`src/rtl/rtc_pkg.sv`:
```
// Shared definitions for the RTC alarm block: register map,
// CTRL/STAT bit positions, BCD limits and BCD helper functions.
package rtc_pkg;

    typedef enum logic [2:0] {
        REG_SEC   = 3'd0,
        REG_MIN   = 3'd1,
        REG_HOUR  = 3'd2,
        REG_ASEC  = 3'd3,
        REG_AMIN  = 3'd4,
        REG_AHOUR = 3'd5,
        REG_CTRL  = 3'd6,
        REG_STAT  = 3'd7
    } reg_e;

    localparam int CTRL_RUN = 0;
    localparam int CTRL_AEN = 1;
    localparam int CTRL_IEN = 2;

    localparam int STAT_AF = 0;
    localparam int STAT_TF = 1;

    localparam logic [7:0] SEC_MAX  = 8'h59;
    localparam logic [7:0] MIN_MAX  = 8'h59;
    localparam logic [7:0] HOUR_MAX = 8'h23;

    // Low digit 0-9 plus v <= max also bounds the high digit,
    // since packed BCD orders the same as plain binary.
    function automatic logic bcd_ok(
        input logic [7:0] v,
        input logic [7:0] max
    );
        return (v[3:0] <= 4'd9) && (v <= max);
    endfunction

    function automatic logic [7:0] bcd_inc(
        input logic [7:0] v,
        input logic [7:0] max
    );
        if (v == max)
            return 8'h00;
        if (v[3:0] == 4'd9)
            return {v[7:4] + 4'd1, 4'h0};
        return v + 8'd1;
    endfunction

endpackage

```
`src/rtl/rtc_bcd_field.sv`:
```
// One packed-BCD time digit pair (0..MAX_BCD) with load and increment.
// Ports: clk_i, rst_n_i, inc_i, load_i, load_dat_i -> dat_o, carry_o.
module rtc_bcd_field
    import rtc_pkg::*;
#(
    parameter logic [7:0] MAX_BCD = 8'h59
) (
    input  logic       clk_i,
    input  logic       rst_n_i,
    input  logic       inc_i,
    input  logic       load_i,
    input  logic [7:0] load_dat_i,
    output logic [7:0] dat_o,
    output logic       carry_o
);

    // Carry fires on the increment that wraps MAX_BCD -> 00.
    assign carry_o = inc_i && (dat_o == MAX_BCD);

    always_ff @(posedge clk_i or negedge rst_n_i) begin
        if (!rst_n_i) begin
            dat_o <= 8'h00;
        end else if (load_i) begin
            dat_o <= load_dat_i;
        end else if (inc_i) begin
            dat_o <= bcd_inc(dat_o, MAX_BCD);
        end
    end

endmodule

```
`src/rtl/rtc_alarm.sv`:
```
// Real-time clock (HH:MM:SS, packed BCD) with alarm and Wishbone slave.
// Ports: clk_i, rst_n_i, Wishbone cyc/stb/we/sel/adr/dat_i -> dat_o, ack_o; irq_o.
module rtc_alarm
    import rtc_pkg::*;
#(
    parameter int CLOCK_FREQ = 50000000,
    parameter int PRESCALE_W = 27
) (
    input  logic        clk_i,
    input  logic        rst_n_i,
    input  logic        cyc_i,
    input  logic        stb_i,
    input  logic        we_i,
    input  logic [3:0]  sel_i,
    input  logic [31:0] adr_i,
    input  logic [31:0] dat_i,
    output logic [31:0] dat_o,
    output logic        ack_o,
    output logic        irq_o
);

    localparam logic [PRESCALE_W-1:0] PS_LAST =
        PRESCALE_W'(CLOCK_FREQ - 1);

    logic [PRESCALE_W-1:0] presc;
    logic [7:0] sec, min, hour;
    logic [7:0] asec, amin, ahour;
    logic [7:0] nsec, nmin, nhour;
    logic [2:0] ctrl;
    logic       af, tf;
    logic       idle_seen;
    logic       sec_c, min_c, hour_c;
    logic [7:0] rdata;
    logic [1:0] w1c;
    reg_e       ra;
    logic       acc, wr;
    logic [7:0] wd;
    logic       wr_sec, wr_min, wr_hour, time_wr;
    logic       run, tick, af_set;
    logic       unused;

    assign unused = ^{adr_i[31:5], adr_i[1:0],
                      sel_i[3:1], dat_i[31:8], hour_c};

    assign ra = reg_e'(adr_i[4:2]);
    assign wd = dat_i[7:0];

    // An access that was in flight across reset is never acked:
    // the bus must go idle once before a new access is accepted.
    assign acc = cyc_i & stb_i & ~ack_o & idle_seen;
    assign wr  = acc & we_i & sel_i[0];

    assign wr_sec  = wr && (ra == REG_SEC)  && bcd_ok(wd, SEC_MAX);
    assign wr_min  = wr && (ra == REG_MIN)  && bcd_ok(wd, MIN_MAX);
    assign wr_hour = wr && (ra == REG_HOUR) && bcd_ok(wd, HOUR_MAX);
    assign time_wr = wr_sec | wr_min | wr_hour;

    // A time write restarts the second and swallows a coincident tick.
    assign run  = ctrl[CTRL_RUN];
    assign tick = run && (presc == PS_LAST) && !time_wr;

    assign w1c = (wr && ra == REG_STAT) ? wd[1:0] : 2'b00;

    rtc_bcd_field #(.MAX_BCD(SEC_MAX)) u_sec (
        .clk_i      (clk_i),
        .rst_n_i    (rst_n_i),
        .inc_i      (tick),
        .load_i     (wr_sec),
        .load_dat_i (wd),
        .dat_o      (sec),
        .carry_o    (sec_c)
    );

    rtc_bcd_field #(.MAX_BCD(MIN_MAX)) u_min (
        .clk_i      (clk_i),
        .rst_n_i    (rst_n_i),
        .inc_i      (sec_c),
        .load_i     (wr_min),
        .load_dat_i (wd),
        .dat_o      (min),
        .carry_o    (min_c)
    );

    rtc_bcd_field #(.MAX_BCD(HOUR_MAX)) u_hour (
        .clk_i      (clk_i),
        .rst_n_i    (rst_n_i),
        .inc_i      (min_c),
        .load_i     (wr_hour),
        .load_dat_i (wd),
        .dat_o      (hour),
        .carry_o    (hour_c)
    );

    // Alarm compares against the time as it will be after this edge.
    assign nsec  = tick  ? bcd_inc(sec,  SEC_MAX)  : sec;
    assign nmin  = sec_c ? bcd_inc(min,  MIN_MAX)  : min;
    assign nhour = min_c ? bcd_inc(hour, HOUR_MAX) : hour;

    assign af_set = tick && ctrl[CTRL_AEN] &&
                    ({nhour, nmin, nsec} == {ahour, amin, asec});

    always_comb begin
        rdata = 8'h00;
        unique case (ra)
            REG_SEC:   rdata = sec;
            REG_MIN:   rdata = min;
            REG_HOUR:  rdata = hour;
            REG_ASEC:  rdata = asec;
            REG_AMIN:  rdata = amin;
            REG_AHOUR: rdata = ahour;
            REG_CTRL:  rdata = {5'b0, ctrl};
            REG_STAT:  rdata = {6'b0, tf, af};
            default:   rdata = 8'h00;
        endcase
    end

    always_ff @(posedge clk_i or negedge rst_n_i) begin
        if (!rst_n_i) begin
            presc     <= '0;
            asec      <= 8'h00;
            amin      <= 8'h00;
            ahour     <= 8'h00;
            ctrl      <= 3'b000;
            af        <= 1'b0;
            tf        <= 1'b0;
            ack_o     <= 1'b0;
            dat_o     <= 32'h0;
            irq_o     <= 1'b0;
            idle_seen <= 1'b0;
        end else begin
            idle_seen <= idle_seen | ~(cyc_i & stb_i);
            ack_o     <= acc;
            if (acc)
                dat_o <= {24'h0, rdata};

            if (time_wr)
                presc <= '0;
            else if (run)
                presc <= (presc == PS_LAST) ? '0 : presc + PRESCALE_W'(1);

            if (wr && ra == REG_ASEC && bcd_ok(wd, SEC_MAX))
                asec <= wd;
            if (wr && ra == REG_AMIN && bcd_ok(wd, MIN_MAX))
                amin <= wd;
            if (wr && ra == REG_AHOUR && bcd_ok(wd, HOUR_MAX))
                ahour <= wd;
            if (wr && ra == REG_CTRL)
                ctrl <= wd[2:0];

            // Set wins over a simultaneous write-1-to-clear.
            af    <= af_set | (af & ~w1c[STAT_AF]);
            tf    <= tick   | (tf & ~w1c[STAT_TF]);
            irq_o <= af & ctrl[CTRL_IEN];
        end
    end

endmodule

```
`config.mk`:
```
export PLATFORM = sky130hd
export DESIGN_NAME = rtc_alarm
export DESIGN_NICKNAME = d
export VERILOG_FILES = /design/src/rtl/rtc_pkg.sv /design/src/rtl/rtc_bcd_field.sv /design/src/rtl/rtc_alarm.sv
export SDC_FILE = /design/constraint.sdc
export NUM_CORES = 1
export LEC_CHECK = 0
export CAP_MARGIN = 10
export CORE_AREA = 2 2 117 119
export CTS_BUF_LIST = sky130_fd_sc_hd__clkbuf_8
export CTS_CLUSTER_SIZE = 25
export DETAILED_ROUTE_END_ITERATION = 6
export DIE_AREA = 0 0 119 121
export GPL_TIMING_DRIVEN = 1
export HOLD_SLACK_MARGIN = 0.08
export PLACE_DENSITY = 0.79
export SYNTH_ARGS = -nofsm -noshare
export SYNTH_HDL_FRONTEND = slang
export SYNTH_SLANG_ARGS = --single-unit
```
`constraint.sdc`:
```
create_clock -name clk_i -period 2.57 [get_ports clk_i]
set_input_delay 0.771 -clock clk_i [delete_from_list [all_inputs] [get_ports clk_i]]
set_output_delay 0.771 -clock clk_i [all_outputs]
set_load 0.02 [all_outputs]
```
==> Yosys cells after proc, flatten, opt, wreduce, memory -nomap -nowiden <==
Index checks and enable logic that the tools add are counted.
W data, S select, Z words.
{ "totals": {"register_bits": 91, "latchBits": 0, "ram_bits": 0, "romBits": 0, "inputBits": 73, "out_inout_bits": 34, "elab_cells": 140, "mem_count": 0} }
{ "classes": {"n_addsub": 7, "mul": 0, "div_mod_pow": 0, "n_lt_le_gt_ge": 3, "n_eq_ne": 15, "shift": 0, "mux": 56, "n_bitwise": 17, "n_reduce_logical": 28} }
{ "op_table": {"columns": ["operator", "count"], "rows": [
  ["$mux W8", 27],
  ["$mux W27", 3],
  ["$pmux W8 S8", 1],
  ["$add A27 B1 Y27 const B", 1],
  ["$eq A27 B26 Y1 const B", 1],
  ["$add A8 B1 Y8 const B", 3],
  ["$eq A24 B24 Y1", 1],
  ["$mux W1", 24],
  ["$logic_and A1 B1 Y1", 22],
  ["$eq A8 B7 Y1 const B", 2],
  ["$add A4 B1 Y4 const B", 3],
  ["$eq A3 B3 Y1 const B", 4],
  ["$eq A4 B4 Y1 const B", 3],
  ["$and A1 B1 Y1", 8],
  ["$eq A8 B6 Y1 const B", 1],
  ["$le A8 B6 Y1 const B", 1],
  ["$le A8 B7 Y1 const B", 1],
  ["$reduce_bool A2 Y1", 4],
  ["$eq A3 B2 Y1 const B", 2],
  ["$or A1 B1 Y1", 5],
  ["$le A4 B4 Y1 const B", 1],
  ["$not A1 Y1", 4],
  ["$eq A3 B1 Y1 const B", 1],
  ["$logic_not A3 Y1", 1],
  ["other kinds (2)", 2]
]} }

==> Longest topological paths before layout <==
{ "depth": {"ltp_word": 22, "ltp_mapped": 12, "mapped_depth_nobuf": 10} }

==> Modules after synthesis <==
A second synthesis with hierarchy kept.
{ "hier_totals": {"hier_cells": 779, "hier_area_um2": 6786.5} }
{ "modules_own_cells": {"columns": ["mod", "instances", "cells_each", "area_each_um2", "seq_area_each_um2"], "rows": [
  ["rtc_alarm", 1, 571, 4994.8, 1676.6],
  ["rtc_bcd_field (u_min ...)", 2, 73, 599.3, 200.2],
  ["rtc_bcd_field (u_hour)", 1, 62, 593.1, 200.2]
]} }

==> Least setup slack after synthesis <==
Ideal clock, no wire load.
{ "synth_timing": {"path_type": "in2reg", "startpoint": "in dat_i[2]", "endpoint": "reg af", "setup_time_ns": 0.095, "arrival_time_ns": 2.866, "required_time_ns": 2.475, "setup_slack_ns": -0.391, "stages": 9, "path_buffers": 1, "cell_sequence": "buf_2 > o21ai_1 > a41oi_2 > nand4_2 > nor4_1 > mux2_2 > a2111oi_0 > nand4_1 > o31ai_1"} }
{ "synth_between": {"elab_chain_len": 13, "word_cells_on_any_way": 21, "classes_between": "3 x order compare; 1 x eq/ne; 3 x mux; 3 x bitwise; 11 x reduce/logical"} }
{ "synth_lines": {"columns": ["item", "line_no", "rtl"], "rows": [
  ["start: declaration", "rtc_alarm.sv:16", "input logic [31:0] dat_i,"],
  ["$le A8 B7 Y1 / $le A4 B4 Y1 (equally long branches)", "rtc_pkg.sv:33", "return (v[3:0] <= 4'd9) && (v <= max);"],
  ["$logic_and A1 B1 Y1", "rtc_pkg.sv:33", null],
  ["$logic_and A1 B1 Y1, on equally long branches", "rtc_alarm.sv:53, rtc_alarm.sv:54", null],
  ["$or A1 B1 Y1", "rtc_alarm.sv:56", "assign time_wr = wr_sec | wr_min | wr_hour;"],
  ["$or A1 B1 Y1 (*)", "rtc_alarm.sv:56", null],
  ["$logic_not A1 Y1 (*)", "rtc_alarm.sv:60", "assign tick = run && (presc == PS_LAST) && !time_wr;"],
  ["$logic_and A1 B1 Y1 (*)", "rtc_alarm.sv:60", null],
  ["$logic_and A1 B1 Y1 (2 in series)", "rtc_bcd_field.sv:18", "assign carry_o = inc_i && (dat_o == MAX_BCD);"],
  ["$mux W8", "rtc_alarm.sv:97", "assign nhour = min_c ? bcd_inc(hour, HOUR_MAX) : hour;"],
  ["$eq A24 B24 Y1", "rtc_alarm.sv:100", "({nhour, nmin, nsec} == {ahour, amin, asec});"],
  ["$logic_and A1 B1 Y1 (*)", "rtc_alarm.sv:99", "assign af_set = tick && ctrl[CTRL_AEN] &&"],
  ["$or A1 B1 Y1 (*)", "rtc_alarm.sv:151", "af <= af_set | (af & ~w1c[STAT_AF]);"],
  ["end signal: assignment", "rtc_alarm.sv:151", null],
  ["end: declaration", "rtc_alarm.sv:30", "logic af, tf;"]
]} }
Mark *: on every way between the ends. The rest lies on a longest branch, timed or not.
A chain may end at the register's enable or synchronous reset.

==> Worst setup path in the final report <==
{ "layout_timing": {"startpoint": "in we_i", "endpoint": "reg af"} }
{ "layout_between": {"elab_chain_len": 14, "word_cells_on_any_way": 25, "classes_between": "1 x eq/ne; 4 x mux; 7 x bitwise; 13 x reduce/logical"} }
{ "layout_lines": {"columns": ["item", "line_no", "rtl"], "rows": [
  ["start: declaration", "rtc_alarm.sv:13", "input logic we_i,"],
  ["$and A1 B1 Y1 (*) (2 in series)", "rtc_alarm.sv:51", "assign wr = acc & we_i & sel_i[0];"],
  ["$logic_and A1 B1 Y1, on equally long branches (2 in series)", "rtc_alarm.sv:53, rtc_alarm.sv:54", null],
  ["$or A1 B1 Y1 (2 in series)", "rtc_alarm.sv:56", null],
  ["$logic_not A1 Y1", "rtc_alarm.sv:60", null],
  ["$logic_and A1 B1 Y1", "rtc_alarm.sv:60", null],
  ["$logic_and A1 B1 Y1 (2 in series)", "rtc_bcd_field.sv:18", null],
  ["$mux W8", "rtc_alarm.sv:97", null],
  ["$eq A24 B24 Y1", "rtc_alarm.sv:100", null],
  ["$logic_and A1 B1 Y1", "rtc_alarm.sv:99", null],
  ["$or A1 B1 Y1 (*)", "rtc_alarm.sv:151", null]
]} }
Marked as above.

==> flow_summary.toml <==
[power]
total_power_w = 0.00347
p_int_w = 0.00231
ir_drop_mv = 0.356
p_seq_frac = 0.460
p_per_area_mw_per_mm2 = 375
clkPwrFrac = 0.268
switching_share = 0.333
p_leak_nw = 4.02
power.share.combinational = 0.273
p_sw_w = 0.00116

[route]
postRouteAntennaNets = 0
vias = 7377
drt_wl_total_um = 25200
post_drt_via_cell_ratio = 6.23
drt-initial-drc-count = 936
drc = 0
dr.pass1.iters = 6
routedWlPerCell_um = 21.2

[critical_path]
cp_cell_sequence = "clkdlybuf4s15_1 -> nor4bb_4 -> a41oi_4 -> nand4_4 -> buf_12 -> buf_4 -> nor3_1 -> and3b_1 -> a2111oi_2 -> nand4_1 -> o31ai_1"
crit_type = "in2reg"
cp-start-kind = "input port"
worstPathRequired_ps = 2880
critPathTopFamily = "simple AND/OR/NAND/NOR gates"
cp-end-kind = "register"
critPathMaxStageDelay_ps = 430
r2r_setup_slack_ps = -430
critical_path_arrival_ps = 3330
slowest_stage = "a2111oi_2"
path_buf_inv = 3
r2r_start = "u_sec.dat_o[5]"
critPathMaxFanout = 4
rr_worst_depth = 12
r2r_end = "af"

[finish]
drive_above_1_share = 0.357
nNetsFinal = 1089
fin_util = 0.707
fin_area_mm2 = 0.00926
synthToLayoutAreaGrowth_pct = 40.7

[synthesis]
synth_top_area_frac = 0.346
async_flop_share = 1.00
ys_seq_elements = 91
synth.distinct_cells = 82
synthFlopType = "dfrtp_1"
ys_seq_area_frac = 0.346
synth.avg_cell_area_um2 = 8.58
synth-edff-count = 0
yosys-top-cells-area = "dfrtp_1 (35%), mux2_2 (4.8%), nor2_1 (4.5%)"
syn-instance-count = 767
yosys_warnings = 0
yosys.area.top_type = "dfrtp_1"
syn_area_mm2 = 0.00658

[clock_network]
clk_pin_slew_worst_paths_ps = 110
clockBufferDepth = 2
clk_root_buffer_cell = "clkbuf_8"
cts_made_buffers = 9
clock_sink_count = 91
cts_hold_buffers = 0
htreeDepth = 3
clk_latency_ps = 400
cts_tree = "done"

[timing]
max_freq_ghz = 0.331
slew_headroom = 0.661
worst_pin_slew_ps = 507
rsz0062_at_grt = "true"
worst_clock_skew_ps = 20.3
setup_violations = 7
finalWorstSetupSlack_ps = -448
drv_slew = 0
hold_viol = 0
fin_crit_ps = 3020
setup-tns-final_ps = -893
fin_crit_sh = 1.17

[floorplan]
start_util = 0.503
die_area_mm2 = 0.0144
die-width_um = 119
die_height_um = 121
core_area_mm2 = 0.0131
row_count = 42
ios = 107

[run_status]
violations = "setup timing"
outcome = "complete, but fails checks"

[global_route]
antenna_found_initial = 1
first_global_vias = 7296
grt.total_usage = 0.355
grt_max_degree = 38
grt_pass1_wl_um = 39300
grt_overflow = 0

[placed_design]
dpl_cell_area_mm2 = 0.00846
dp_hpwl_um = 18400
portBuffers = 26
place_congestion = 1.11
place_ws_ps = -1220

[worst_hold_path]
hold_path_class = "in2async"

[flow_run]
maxCapViolations = 0
## layout by cell type (no fill, tap or decap), types with 10 or more instances in the layout
master,instances
conb_1,24
xnor2_1,13
o21ai_0,39
buf_6,17
nand3_1,27
nor2_1,76
a21oi_1,37
nand2_1,67
dfrtp_1,91
xor2_1,10
mux2i_1,19
clkdlybuf4s50_1,12
and3_1,13
nand4_1,15
nor3_1,17
o31ai_1,12
buf_4,217
inv_1,23
mux2_2,27
## metal layers
metal,GRT usage,vias to the layer above,part of all wire
met2,0.570,469,0.46
met1,0.424,3510,0.37
met3,0.0747,138,0.089
met5,0,-,0
li1,-,3260,-
met4,0.254,0,0.076
## worst max-delay path by stage
stage	start	slack, ps	end	cells after the start
CTS	u_sec.dat_o[5]	-410	af	11
global route	sel_i[0]	-460	af	11
finish	we_i	-450	af	11
detailed placement	adr_i[3]	-1220	af	10
global placement	adr_i[3]	-1160	af	10
floorplan	u_hour.dat_o[0]	-170	af	9
## area by class of cell
cell class                 count  area, um^2
fill                         940        3830
multi-input combinational    613        4360
tap                          176         220
antenna                        1        2.50
clock buffer                   9         124
timing repair buffer         262        2120
inverter                      26         100
sequential                    91        2280
clock inverter                 7        53.8
## metrics by stage
step	hold WS, ps	std cells
4_1_cts	321	1183
3_5_place_dp	459	1130
2_1_floorplan	439	790
6_report	321	1185
5_1_grt	353	1185
3_3_place_gp	458	1130
## cells by family (layout without fill, tap and decap cells)
kind of cell               Yosys count  in the layout  share of synthesized area
xor gates and xnor gates            24             24                     0.0320
other                                1             25                   0.000570
adders and majority gates           13             13                     0.0247
AOI/OAI and AO/OA                  185            185                      0.188
muxes                               49             49                     0.0818
DFF                                 91             91                      0.346
buffers and inverters               87            304                     0.0666
and+or+nand+nor                    317            318                      0.260
## power by group through the flow
| stage | sequential [W] | clock [W] | combinational, W |
|---|---|---|---|
| global route | 0.00161 | 0.00100 | 0.00101 |
| detailed placement | 0.00162 | 0 | 0.000843 |
| CTS | 0.00159 | 0.000948 | 0.000909 |
| finish | 0.00159 | 0.000928 | 0.000947 |
| global placement | 0.00161 | 0 | 0.000834 |
| floorplan | 0.00165 | 0 | 0.000421 |
## registers in the layout (all words and copies together), names as in the netlist
name / cells
idle_seen: 1
ctrl: 3
dat_o: 8
amin: 8
tf: 1
ack_o: 1
asec: 8
af: 1
u_sec.dat_o: 8
u_hour.dat_o: 8
ahour: 8
irq_o: 1
presc: 27
u_min.dat_o: 8
## cell usage after synthesis (6+ instances only)
library cell   n
o22ai_1        9
nand3_1       30
or4_1          7
o211ai_1       8
nor4_1         9
buf_2         10
dfrtp_1       91
o31ai_1       13
nor3_1        20
inv_1         24
and2_1         6
nand2b_1       9
a31oi_1        9
o21ai_0       51
a21oi_1       40
xor2_1        10
xnor2_1       14
mux2_2        28
buf_4         24
nand3b_1       7
nand4_1       15
or3_1          7
ha_1          13
nand2_1       69
nor2_1        79
clkbuf_1      20
nor2b_1        8
mux2i_1       20
and3_1        14
## timing repair
action	CTS	global route
gates resized for setup	92	39
setup endpoints to repair	48	25
hold endpoints to repair	0	0
pin swaps	29	15
buffers inserted	37	4
cloned	1	0
## worst reg2reg max path, delay by kind of cell, from the launching register on
kind / cells / cell delay [ps]
flops: 1 / 400
fa+ha+maj: 1 / 130
simple gates: 4 / 980
buf+inv: 3 / 450
mux: 1 / 350
compound gates: 3 / 610
(Power assumes the default switching activity.)
